--- config.mk ---
export PLATFORM = sky130hd
export DESIGN_NAME = cfg_rd_arbiter_flat
export DESIGN_NICKNAME = d
export VERILOG_FILES = /design/src/rtl/cfg_rd_arbiter_if.sv /design/src/rtl/cfg_rd_arbiter.sv /design/src/flat_wrapper.sv
export SDC_FILE = /design/constraint.sdc
export NUM_CORES = 1
export LEC_CHECK = 0
export BUFFER_PORTS_ARGS = -buffer_cell sky130_fd_sc_hd__buf_2
export CAP_MARGIN = 15
export CORE_ASPECT_RATIO = 1.4
export CORE_UTILIZATION = 45
export DETAILED_ROUTE_END_ITERATION = 16
export GPL_ROUTABILITY_DRIVEN = 0
export HOLD_SLACK_MARGIN = 0.12
export PLACE_DENSITY = 0.83
export SETUP_SLACK_MARGIN = 0.05
export SKIP_CTS_REPAIR_TIMING = 1
export SLEW_MARGIN = 20
export SYNTH_ARGS = -nofsm -noshare
export SYNTH_HDL_FRONTEND = slang
export SYNTH_SLANG_ARGS = --single-unit
--- constraint.sdc ---
create_clock -name clk_i -period 2.2 [get_ports clk_i]
set_input_delay 0.11 -clock clk_i [delete_from_list [all_inputs] [get_ports clk_i]]
set_output_delay 0.11 -clock clk_i [all_outputs]
set_load 0.1 [all_outputs]
--- src/rtl/cfg_rd_arbiter_if.sv ---
// Shared configuration read port bundle: requester-side request/lock/address
// inputs, the issued grant, the memory read strobe/address, and the
// read-data valid and lock-holder indications.
interface cfg_rd_arbiter_if #(
  parameter int NUM_REQ            = 4,
  parameter int NURN_CNT_BIT_WIDTH = 8
);
  logic [NUM_REQ-1:0]                    req_i;
  logic [NUM_REQ-1:0]                    lock_i;
  logic [NUM_REQ*NURN_CNT_BIT_WIDTH-1:0] addr_i;
  logic [NUM_REQ-1:0]                    gnt_o;
  logic                                  rdEn_Config_o;
  logic [NURN_CNT_BIT_WIDTH-1:0]         Addr_Config_o;
  logic [NUM_REQ-1:0]                    rdVld_o;
  logic [NUM_REQ-1:0]                    lockOwner_o;

  // requester / environment side
  modport master (
    output req_i, lock_i, addr_i,
    input  gnt_o, rdEn_Config_o, Addr_Config_o, rdVld_o, lockOwner_o
  );

  // arbiter side
  modport slave (
    input  req_i, lock_i, addr_i,
    output gnt_o, rdEn_Config_o, Addr_Config_o, rdVld_o, lockOwner_o
  );
endinterface

--- src/rtl/cfg_rd_arbiter.sv ---
// Round-robin arbiter sharing one per-neuron configuration read port between
// NUM_REQ requesters, with locked bursts and a one-cycle read-valid return.
//
// state       | meaning
// ST_UNLOCKED | round-robin arbitration from ptr_q across all requesters
// ST_LOCKED   | only owner_q may be granted; ptr_q frozen until release
module cfg_rd_arbiter #(
  parameter int NUM_REQ            = 4,
  parameter int NURN_CNT_BIT_WIDTH = 8,
  parameter int MAX_BURST          = 16
) (
  input  logic             clk_i,
  input  logic             rst_n_i,
  cfg_rd_arbiter_if.slave  bus
);
  localparam int W     = NURN_CNT_BIT_WIDTH;
  localparam int PTR_W = (NUM_REQ > 1) ? $clog2(NUM_REQ) : 1;
  localparam int CNT_W = $clog2(MAX_BURST + 1);

  typedef enum logic {ST_UNLOCKED, ST_LOCKED} state_e;

  state_e             state_q, state_d;
  logic [PTR_W-1:0]   ptr_q, ptr_d;
  logic [PTR_W-1:0]   owner_q, owner_d;
  logic [NUM_REQ-1:0] lock_owner_q, lock_owner_d;
  logic [CNT_W-1:0]   cnt_q, cnt_d;
  logic [NUM_REQ-1:0] rd_vld_q, rd_vld_d;

  logic [NUM_REQ-1:0] gnt;
  logic               gnt_any;
  logic [PTR_W-1:0]   gnt_idx;
  logic [W-1:0]       addr_sel;

  function automatic logic [PTR_W-1:0] wrap_inc(input logic [PTR_W-1:0] k);
    if (int'(k) == NUM_REQ - 1) return '0;
    else                        return k + PTR_W'(1);
  endfunction

  // pick at most one requester: owner only while locked, else first from ptr_q
  always_comb begin
    int idx;
    gnt     = '0;
    gnt_any = 1'b0;
    gnt_idx = '0;
    idx     = 0;
    if (state_q == ST_LOCKED) begin
      if (bus.req_i[owner_q]) begin
        gnt_any = 1'b1;
        gnt_idx = owner_q;
      end
    end else begin
      for (int i = 0; i < NUM_REQ; i++) begin
        idx = int'(ptr_q) + i;
        if (idx >= NUM_REQ) idx = idx - NUM_REQ;
        if (!gnt_any && bus.req_i[idx]) begin
          gnt_any = 1'b1;
          gnt_idx = PTR_W'(idx);
        end
      end
    end
    gnt[gnt_idx] = gnt_any;
    addr_sel     = bus.addr_i[int'(gnt_idx)*W +: W];
  end

  // lock FSM, pointer and burst counter next-state
  always_comb begin
    state_d      = state_q;
    ptr_d        = ptr_q;
    owner_d      = owner_q;
    lock_owner_d = lock_owner_q;
    cnt_d        = cnt_q;
    rd_vld_d     = gnt;
    case (state_q)
      ST_UNLOCKED: begin
        if (gnt_any) begin
          ptr_d = wrap_inc(gnt_idx);
          // a one-beat burst limit means the lock expires on the beat that takes it
          if (bus.lock_i[gnt_idx] && (MAX_BURST > 1)) begin
            state_d      = ST_LOCKED;
            owner_d      = gnt_idx;
            lock_owner_d = gnt;
            cnt_d        = CNT_W'(1);
          end
        end
      end
      ST_LOCKED: begin
        if (gnt_any) begin
          if (!bus.lock_i[owner_q] || (int'(cnt_q) + 1 >= MAX_BURST)) begin
            state_d      = ST_UNLOCKED;
            ptr_d        = wrap_inc(owner_q);
            lock_owner_d = '0;
            cnt_d        = '0;
          end else begin
            cnt_d = cnt_q + CNT_W'(1);
          end
        end else if (!bus.lock_i[owner_q]) begin
          // owner idle with lock dropped: abandon the burst
          state_d      = ST_UNLOCKED;
          ptr_d        = wrap_inc(owner_q);
          lock_owner_d = '0;
          cnt_d        = '0;
        end
      end
      default: state_d = ST_UNLOCKED;
    endcase
  end

  // all arbiter state, cleared asynchronously so in-flight valids are dropped
  always_ff @(posedge clk_i or negedge rst_n_i) begin
    if (!rst_n_i) begin
      state_q      <= ST_UNLOCKED;
      ptr_q        <= '0;
      owner_q      <= '0;
      lock_owner_q <= '0;
      cnt_q        <= '0;
      rd_vld_q     <= '0;
    end else begin
      state_q      <= state_d;
      ptr_q        <= ptr_d;
      owner_q      <= owner_d;
      lock_owner_q <= lock_owner_d;
      cnt_q        <= cnt_d;
      rd_vld_q     <= rd_vld_d;
    end
  end

  assign bus.gnt_o         = gnt;
  assign bus.rdEn_Config_o = gnt_any;
  assign bus.Addr_Config_o = gnt_any ? addr_sel : '0;
  assign bus.rdVld_o       = rd_vld_q;
  assign bus.lockOwner_o   = lock_owner_q;

endmodule
--- src/flat_wrapper.sv ---
// flat-port wrapper written by rule: the top's interface ports become plain ports
module cfg_rd_arbiter_flat 
#(
  parameter int NUM_REQ            = 4,
  parameter int NURN_CNT_BIT_WIDTH = 8,
  parameter int MAX_BURST          = 16
)
  (clk_i, rst_n_i, bus_req_i, bus_lock_i, bus_addr_i, bus_gnt_o, bus_rdEn_Config_o, bus_Addr_Config_o, bus_rdVld_o, bus_lockOwner_o);
  cfg_rd_arbiter_if #(.NUM_REQ(NUM_REQ), .NURN_CNT_BIT_WIDTH(NURN_CNT_BIT_WIDTH)) bus_i ();
  input  logic clk_i;
  input  logic rst_n_i;
  input wire logic [$bits(bus_i.req_i)-1:0] bus_req_i;
  input wire logic [$bits(bus_i.lock_i)-1:0] bus_lock_i;
  input wire logic [$bits(bus_i.addr_i)-1:0] bus_addr_i;
  output wire logic [$bits(bus_i.gnt_o)-1:0] bus_gnt_o;
  output wire logic [$bits(bus_i.rdEn_Config_o)-1:0] bus_rdEn_Config_o;
  output wire logic [$bits(bus_i.Addr_Config_o)-1:0] bus_Addr_Config_o;
  output wire logic [$bits(bus_i.rdVld_o)-1:0] bus_rdVld_o;
  output wire logic [$bits(bus_i.lockOwner_o)-1:0] bus_lockOwner_o;
  assign bus_i.req_i = bus_req_i;
  assign bus_i.lock_i = bus_lock_i;
  assign bus_i.addr_i = bus_addr_i;
  assign bus_gnt_o = bus_i.gnt_o;
  assign bus_rdEn_Config_o = bus_i.rdEn_Config_o;
  assign bus_Addr_Config_o = bus_i.Addr_Config_o;
  assign bus_rdVld_o = bus_i.rdVld_o;
  assign bus_lockOwner_o = bus_i.lockOwner_o;
  cfg_rd_arbiter #(.NUM_REQ(NUM_REQ), .NURN_CNT_BIT_WIDTH(NURN_CNT_BIT_WIDTH), .MAX_BURST(MAX_BURST)) u_core (.clk_i(clk_i), .rst_n_i(rst_n_i), .bus(bus_i));
endmodule
# Word-level counts from Yosys, hierarchy flattened
# Cells that the tools add are included.
op_classes:
  addsub: 11
  order_cmp: 12
  eq_ne: 6
  shifts: 1
  muxes: 69
  bitwise_logic: 2
  n_reduce_logical: 13
ops:
  columns: ["op", "count"]
  rows:
  - ["32-bit 2-to-1 mux", 8]
  - ["32-bit by 4-bit < comparator with 1-bit output, second input constant", 4]
  - ["32-bit by 4-bit >= comparator with 1-bit output, second input constant", 3]
  - ["32-bit by 4-bit subtractor with 32-bit output, second input constant", 3]
  - ["32-bit by 6-bit >= comparator with 1-bit output, second input constant", 1]
  - ["32-bit by 6-bit indexed part select with 8-bit output", 1]
  - ["1-bit 2-to-1 mux", 26]
  - ["5-bit 2-to-1 mux", 5]
  - ["2-bit 2-to-1 mux", 12]
  - ["4-bit 2-to-1 mux", 5]
  - ["1-bit binary-select mux with 2-bit select", 7]
  - ["5-bit one-hot mux with 2 select lines", 1]
  - ["3-bit AND reduction", 3]
  - ["8-bit 2-to-1 mux", 1]
  - ["4-bit one-hot mux with 2 select lines", 1]
  - ["2-bit by 2-bit adder with 3-bit output, second input constant", 2]
  - ["5-bit by 1-bit adder with 6-bit output, second input constant", 1]
  - ["2-bit by 3-bit < comparator with 1-bit output, second input constant", 2]
  - ["3-bit != test, second input constant", 2]
  - ["5-bit by 1-bit adder with 5-bit output, second input constant", 1]
  - ["2-bit by 1-bit adder with 2-bit output, second input constant", 2]
  - ["4-bit AND", 1]
  - ["2-bit by 1-bit == test with 1-bit output, second input constant", 2]
  - ["1-bit logical AND", 4]
  - ["other kinds (12)", 16]
word_totals:
  regBits: 18
  out_inout_bits: 21
  word_cells: 120

# Depth between registers and ports, before layout
depth:
  depth_word: 28
  depth_mapped: 10

# Least setup slack after synthesis
# OpenSTA, ideal clock, no wires.
synth_timing:
  path_type: "reg2out"
  start: "register u_core.ptr_q[0]"
  end: "output bus_Addr_Config_o[0]"
  t_arrival_ns: 3.076
  setup_slack_ns: -0.986
  stages_incl_launch_ff: 9
  cell_sequence: "dfrtp_1 -> buf_6 -> or2b_1 -> nand3_1 -> a21o_1 -> buf_2 -> and2_1 -> clkbuf_1 -> and2_1"
synth_via:
  elab_cells_between_ends: 52
  cone_classes: "add/sub (7); order compare (4); shift (1); mux (34); reduce/logical (6)"
synth_rtl:
  columns: ["element", "line_no", "rtl"]
  rows:
  - ["start: declaration", "cfg_rd_arbiter.sv:23", "logic [PTR_W-1:0] ptr_q, ptr_d;"]
  - ["start signal: assignment", "cfg_rd_arbiter.sv:119", "ptr_q <= ptr_d;"]
  - ["parallel branches: the longest is 18 deep, another holds 32-bit by 4-bit subtractor with 32-bit output", null, null]
  - ["1-bit 2-to-1 mux *", "cfg_rd_arbiter.sv:55", "if (!gnt_any && bus.req_i[idx]) begin"]
  - ["1-bit 2-to-1 mux *", "cfg_rd_arbiter.sv:46", "if (state_q == ST_LOCKED) begin"]
  - ["via bus_rdEn_Config_o", "flat_wrapper.sv:16", "output wire logic [$bits(bus_i.rdEn_Config_o)-1:0] bus_rdEn_Config_o;"]
  - ["8-bit 2-to-1 mux *", "cfg_rd_arbiter.sv:129", "assign bus.Addr_Config_o = gnt_any ? addr_sel : '0;"]
  - ["end: declaration", "flat_wrapper.sv:17", "output wire logic [$bits(bus_i.Addr_Config_o)-1:0] bus_Addr_Config_o;"]
# Mark *: on every way through the listed nets, which the timed path passes. The select of a mux whose other input is x is not followed.

# Final worst setup path
layout_timing:
  start: "register u_core.ptr_q[0]"
  end: "output bus_gnt_o[0]"
layout_via:
  elab_chain_cells: 25
  elab_cells_between_ends: 56
  cone_classes: "add/sub (7); order compare (6); mux (35); bitwise (1); reduce/logical (7)"
layout_lines:
  columns: ["element", "line_no", "rtl"]
  rows:
  - ["parallel branches: the longest is 18 deep, another holds 32-bit by 4-bit subtractor with 32-bit output", null, null]
  - ["2-bit 2-to-1 mux *", "cfg_rd_arbiter.sv:55", null]
  - ["2-bit 2-to-1 mux *", "cfg_rd_arbiter.sv:46", null]
  - ["via u_core.gnt_idx[0]", "cfg_rd_arbiter.sv:31", "logic [PTR_W-1:0] gnt_idx;"]
  - ["2-bit by 3-bit < comparator with 1-bit output (not written as such) or 2-bit by 1-bit >= comparator with 1-bit output (tied branches)", "cfg_rd_arbiter.sv:61", "gnt[gnt_idx] = gnt_any;"]
  - ["1-bit logical AND (not written as such)", "cfg_rd_arbiter.sv:61", null]
  - ["1-bit 2-to-1 mux (not written as such)", "cfg_rd_arbiter.sv:61", null]
  - ["1-bit demux with 2-bit select *", null, null]
  - ["4-bit AND (no source line) *", null, null]
  - ["end: declaration", "flat_wrapper.sv:15", "output wire logic [$bits(bus_i.gnt_o)-1:0] bus_gnt_o;"]
# Marks and branches as above.

==> flow_summary_export.csv <==
group,metric,value,unit
sta,slew_headroom,69.00,%
sta,clock-skew-final,0.007908,ns
clocking,worstSkewPairLatency,0.27,ns
place,place.detailed.instances,284,
yosys,post_synth_edffs,0,
yosys,synthesis_warnings,0,
cells_and_area,layout-drive-gt1-share,55.34,%
cells_and_area,multi_input_area,1209,µm²
place,dpl.hpwl,3751,µm
place,io_buffers,62,
clocking,tritoncts.num_buffers,3,
floorplan,fp.dieW,53.14,µm
sta,unrepaired_setup_endpoints_after_global_routing,"true",
cells_and_area,fillers,239,
job,timing.max_cap.violations,0,
grt,grt_first_pass_wirelength,7541,µm
cells_and_area,regArea,452.9,µm²
floorplan,initial_core_utilization,47.89,%
grt,first_global_vias,1692,
sta,fin_hold_ws,0.2397,ns
detailed_routing,detailroute.via_count,1764,
yosys,synth_nets,215,
clocking,clock_pin_slew_on_the_worst_setup_and_hold_paths,0.08,ns
status,failing_checks,"negative setup slack",
clocking,maximum_number_of_buffers_from_clock_root_to_sink,2,
yosys,synth.lib_cells_used.distinct,51,
sta,achievable-frequency,374.4,MHz
yosys,post_synth_instance_area,1648,µm²
grt,antenna_violations_before_repair,0,
detailed_routing,via_per_inst,6.020,
floorplan,placeable_core_region,3441,µm²
floorplan,io_pins,63,
yosys,synthesis.instances,167,
cells_and_area,area_delta_synth_final,54.37,%
sta,worst_slack,-0.4711,ns
yosys,synth_seq_area_share,27.33,%
detailed_routing,routed_wl,5468,µm
critical_path,timing.critical_path.required,2.09,ns
critical_path,timing.critical_path.fanout_max,6,
cells_and_area,n_antenna_cell,0,
yosys,avgSynthCellArea,9.867,µm²
clocking,tritoncts,"built",
critical_path,critPathCaptureType,"output pin",
cells_and_area,final-instance-count-excl-fill,293,
yosys,synth-seq-cells,18,
clocking,cts_htree_levels,1,
detailed_routing,antenna_violating_nets_post_route,0,
sta,timing_max_transition_violations_final,0,
detailed_routing,router_iterations_before_antenna_repair,4,
sta,worst_pin_slew,0.4590,ns
critical_path,start_kind,"register",
grt,global_route.overflow_total,0,
sta,period_needed,2.671,ns
detailed_routing,routedWlPerCell,18.66,µm
yosys,dominantRegCellSynth,"sky130_fd_sc_hd__dfrtp_1",
hold_path,worstHoldPathType,"primary input to register",
detailed_routing,drt-initial-drc-count,87,
yosys,synthArstFlopShare,100.0,%
cells_and_area,num-nets-final,302,
sta,report.final.setup_viol,27,
clocking,clock_sink_count,18,
detailed_routing,drc,0,
grt,grt_use_total,26.18,%
floorplan,overall_die_height,73.60,µm
status,status,"finished, violations left",
sta,finalHoldViolCount,0,
floorplan,rows,25,
critical_path,setup_cp_type,"register to output pin",
critical_path,crit_arrival,2.56,ns
sta,final_period_utilization,121.4,%
place,place_ws,-0.4306,ns
grt,largest_net_degree_at_the_start_of_global_routing,19,
clocking,cts-root-buf,"sky130_fd_sc_hd__clkbuf_8",
floorplan,area_of_the_die,3911,µm²
[flip-flops by register name, indices dropped and copies added (netlist names)]
register and flops:
u_core.bus.lockOwner_o 4, u_core.bus.rdVld_o 4, u_core.cnt_q 5, u_core.owner_q 2
u_core.ptr_q 2, u_core.state_q 1
[cell type report]
type                    count  share of cell area (%)
repair buffers             91                   28.68
inverters                   7                   1.525
well taps                  40                   1.968
clock buffers               4                   2.164
flip-flops and latches     18                   17.81
repair inverters            1                  0.3443
multi-input cells         132                   47.52
[path summary, 6_finish.rpt]
check                                startpoint                         to  slack (ns)  cells after the start
worst max-delay path            u_core.ptr_q[0]               bus_gnt_o[0]       -0.47                     10
worst min-delay path              bus_lock_i[1]          u_core.owner_q[0]        0.24                      3
worst max register to register  u_core.ptr_q[0]  u_core.bus.lockOwner_o[1]       -0.44                      8
worst min register to register  u_core.cnt_q[4]            u_core.cnt_q[4]        0.58                      1
max in group asynchronous               rst_n_i            u_core.ptr_q[0]        1.56                      2
min in group asynchronous               rst_n_i          u_core.owner_q[1]        0.31                      2
[routing by layer]
metal  global-route usage [%]  wire [µm]  part of all wire, %  vias to the layer above
met5                        0          0                    0                        -
met4                    9.649        161                  2.9                        0
met3                    3.106        142                  2.6                       21
met2                    48.66       3110                   57                       58
met1                    29.51       2053                   38                      888
li1                         -          -                    -                      797
[per-stage QoR]
step	util [%]	TNS, ns	instance area, µm²
3_3_place_gp	65.60	-5.836	2257
2_1_floorplan	-	-1.516	1730
5_1_grt	73.93	-11.18	2544
4_1_cts	67.20	-12.78	2312
6_report	73.93	-9.087	2544
3_5_place_dp	65.60	-8.199	2257
[logic make-up (layout without fill, tap and decap cells)]
logic type / Yosys count / in the layout / share of synthesized area, %
mux: 15 / 15 / 18.00
simple gates: 60 / 60 / 20.27
compound gates: 50 / 50 / 23.54
flops: 18 / 18 / 27.33
fa+ha+maj: 6 / 6 / 4.556
buf+inv: 17 / 103 / 5.771
xor+xnor: 1 / 1 / 0.5316
[synth_stat cells, drive strengths merged, types with 2 or more instances]
cell	number	area, µm²
a211oi	2	15.01
clkbuf	2	7.510
ha	6	75.07
a221o	4	40.04
and2	9	56.30
a31o	3	26.28
nor2b	9	56.30
or2	2	12.52
mux4	11	255.2
dfrtp	18	450.4
mux2i	3	30.03
o21ai	9	45.04
o21a	2	15.01
a41oi	2	17.52
and3	6	42.54
nand2b	7	43.79
nand3	3	15.01
nand2	12	45.04
a21oi	10	53.80
buf	8	61.31
o41ai	2	36.29
nor2	8	30.03
a21boi	4	33.78
inv	7	26.27
[worst max-delay path, cell delays in order, from the launching register on]
cell,delay [ns]
sky130_fd_sc_hd__dfrtp_2,0.43
sky130_fd_sc_hd__or2b_1,0.17
sky130_fd_sc_hd__a21oi_2,0.09
sky130_fd_sc_hd__o41ai_4,0.41
sky130_fd_sc_hd__and3_4,0.32
sky130_fd_sc_hd__inv_6,0.06
sky130_fd_sc_hd__buf_4,0.14
sky130_fd_sc_hd__buf_4,0.14
sky130_fd_sc_hd__ha_1,0.21
sky130_fd_sc_hd__and3_4,0.17
sky130_fd_sc_hd__buf_12,0.16
[cells in the final DEF, fill, tap and decap left out, types with 3 or more instances in the layout]
cell type / synthesis / layout
sky130_fd_sc_hd__a21oi_1: 9 / 9
sky130_fd_sc_hd__a31o_1: 3 / 3
sky130_fd_sc_hd__inv_1: 6 / 6
sky130_fd_sc_hd__o21ai_0: 9 / 9
sky130_fd_sc_hd__and2_4: 0 / 9
sky130_fd_sc_hd__and3_4: 1 / 5
sky130_fd_sc_hd__dfrtp_1: 18 / 16
sky130_fd_sc_hd__nand2b_1: 7 / 4
sky130_fd_sc_hd__buf_2: 4 / 49
sky130_fd_sc_hd__mux4_2: 9 / 11
sky130_fd_sc_hd__nor2_1: 8 / 7
sky130_fd_sc_hd__ha_1: 6 / 6
sky130_fd_sc_hd__nand2b_4: 0 / 3
sky130_fd_sc_hd__nor2b_1: 9 / 9
sky130_fd_sc_hd__nand3_1: 3 / 3
sky130_fd_sc_hd__nand2_1: 12 / 12
sky130_fd_sc_hd__buf_4: 1 / 27
sky130_fd_sc_hd__a221o_1: 4 / 4
sky130_fd_sc_hd__buf_12: 0 / 13
sky130_fd_sc_hd__clkbuf_8: 0 / 4
Power is not shown: default switching activity piles up to over one toggle a cycle in this logic, so the estimate is an artifact.
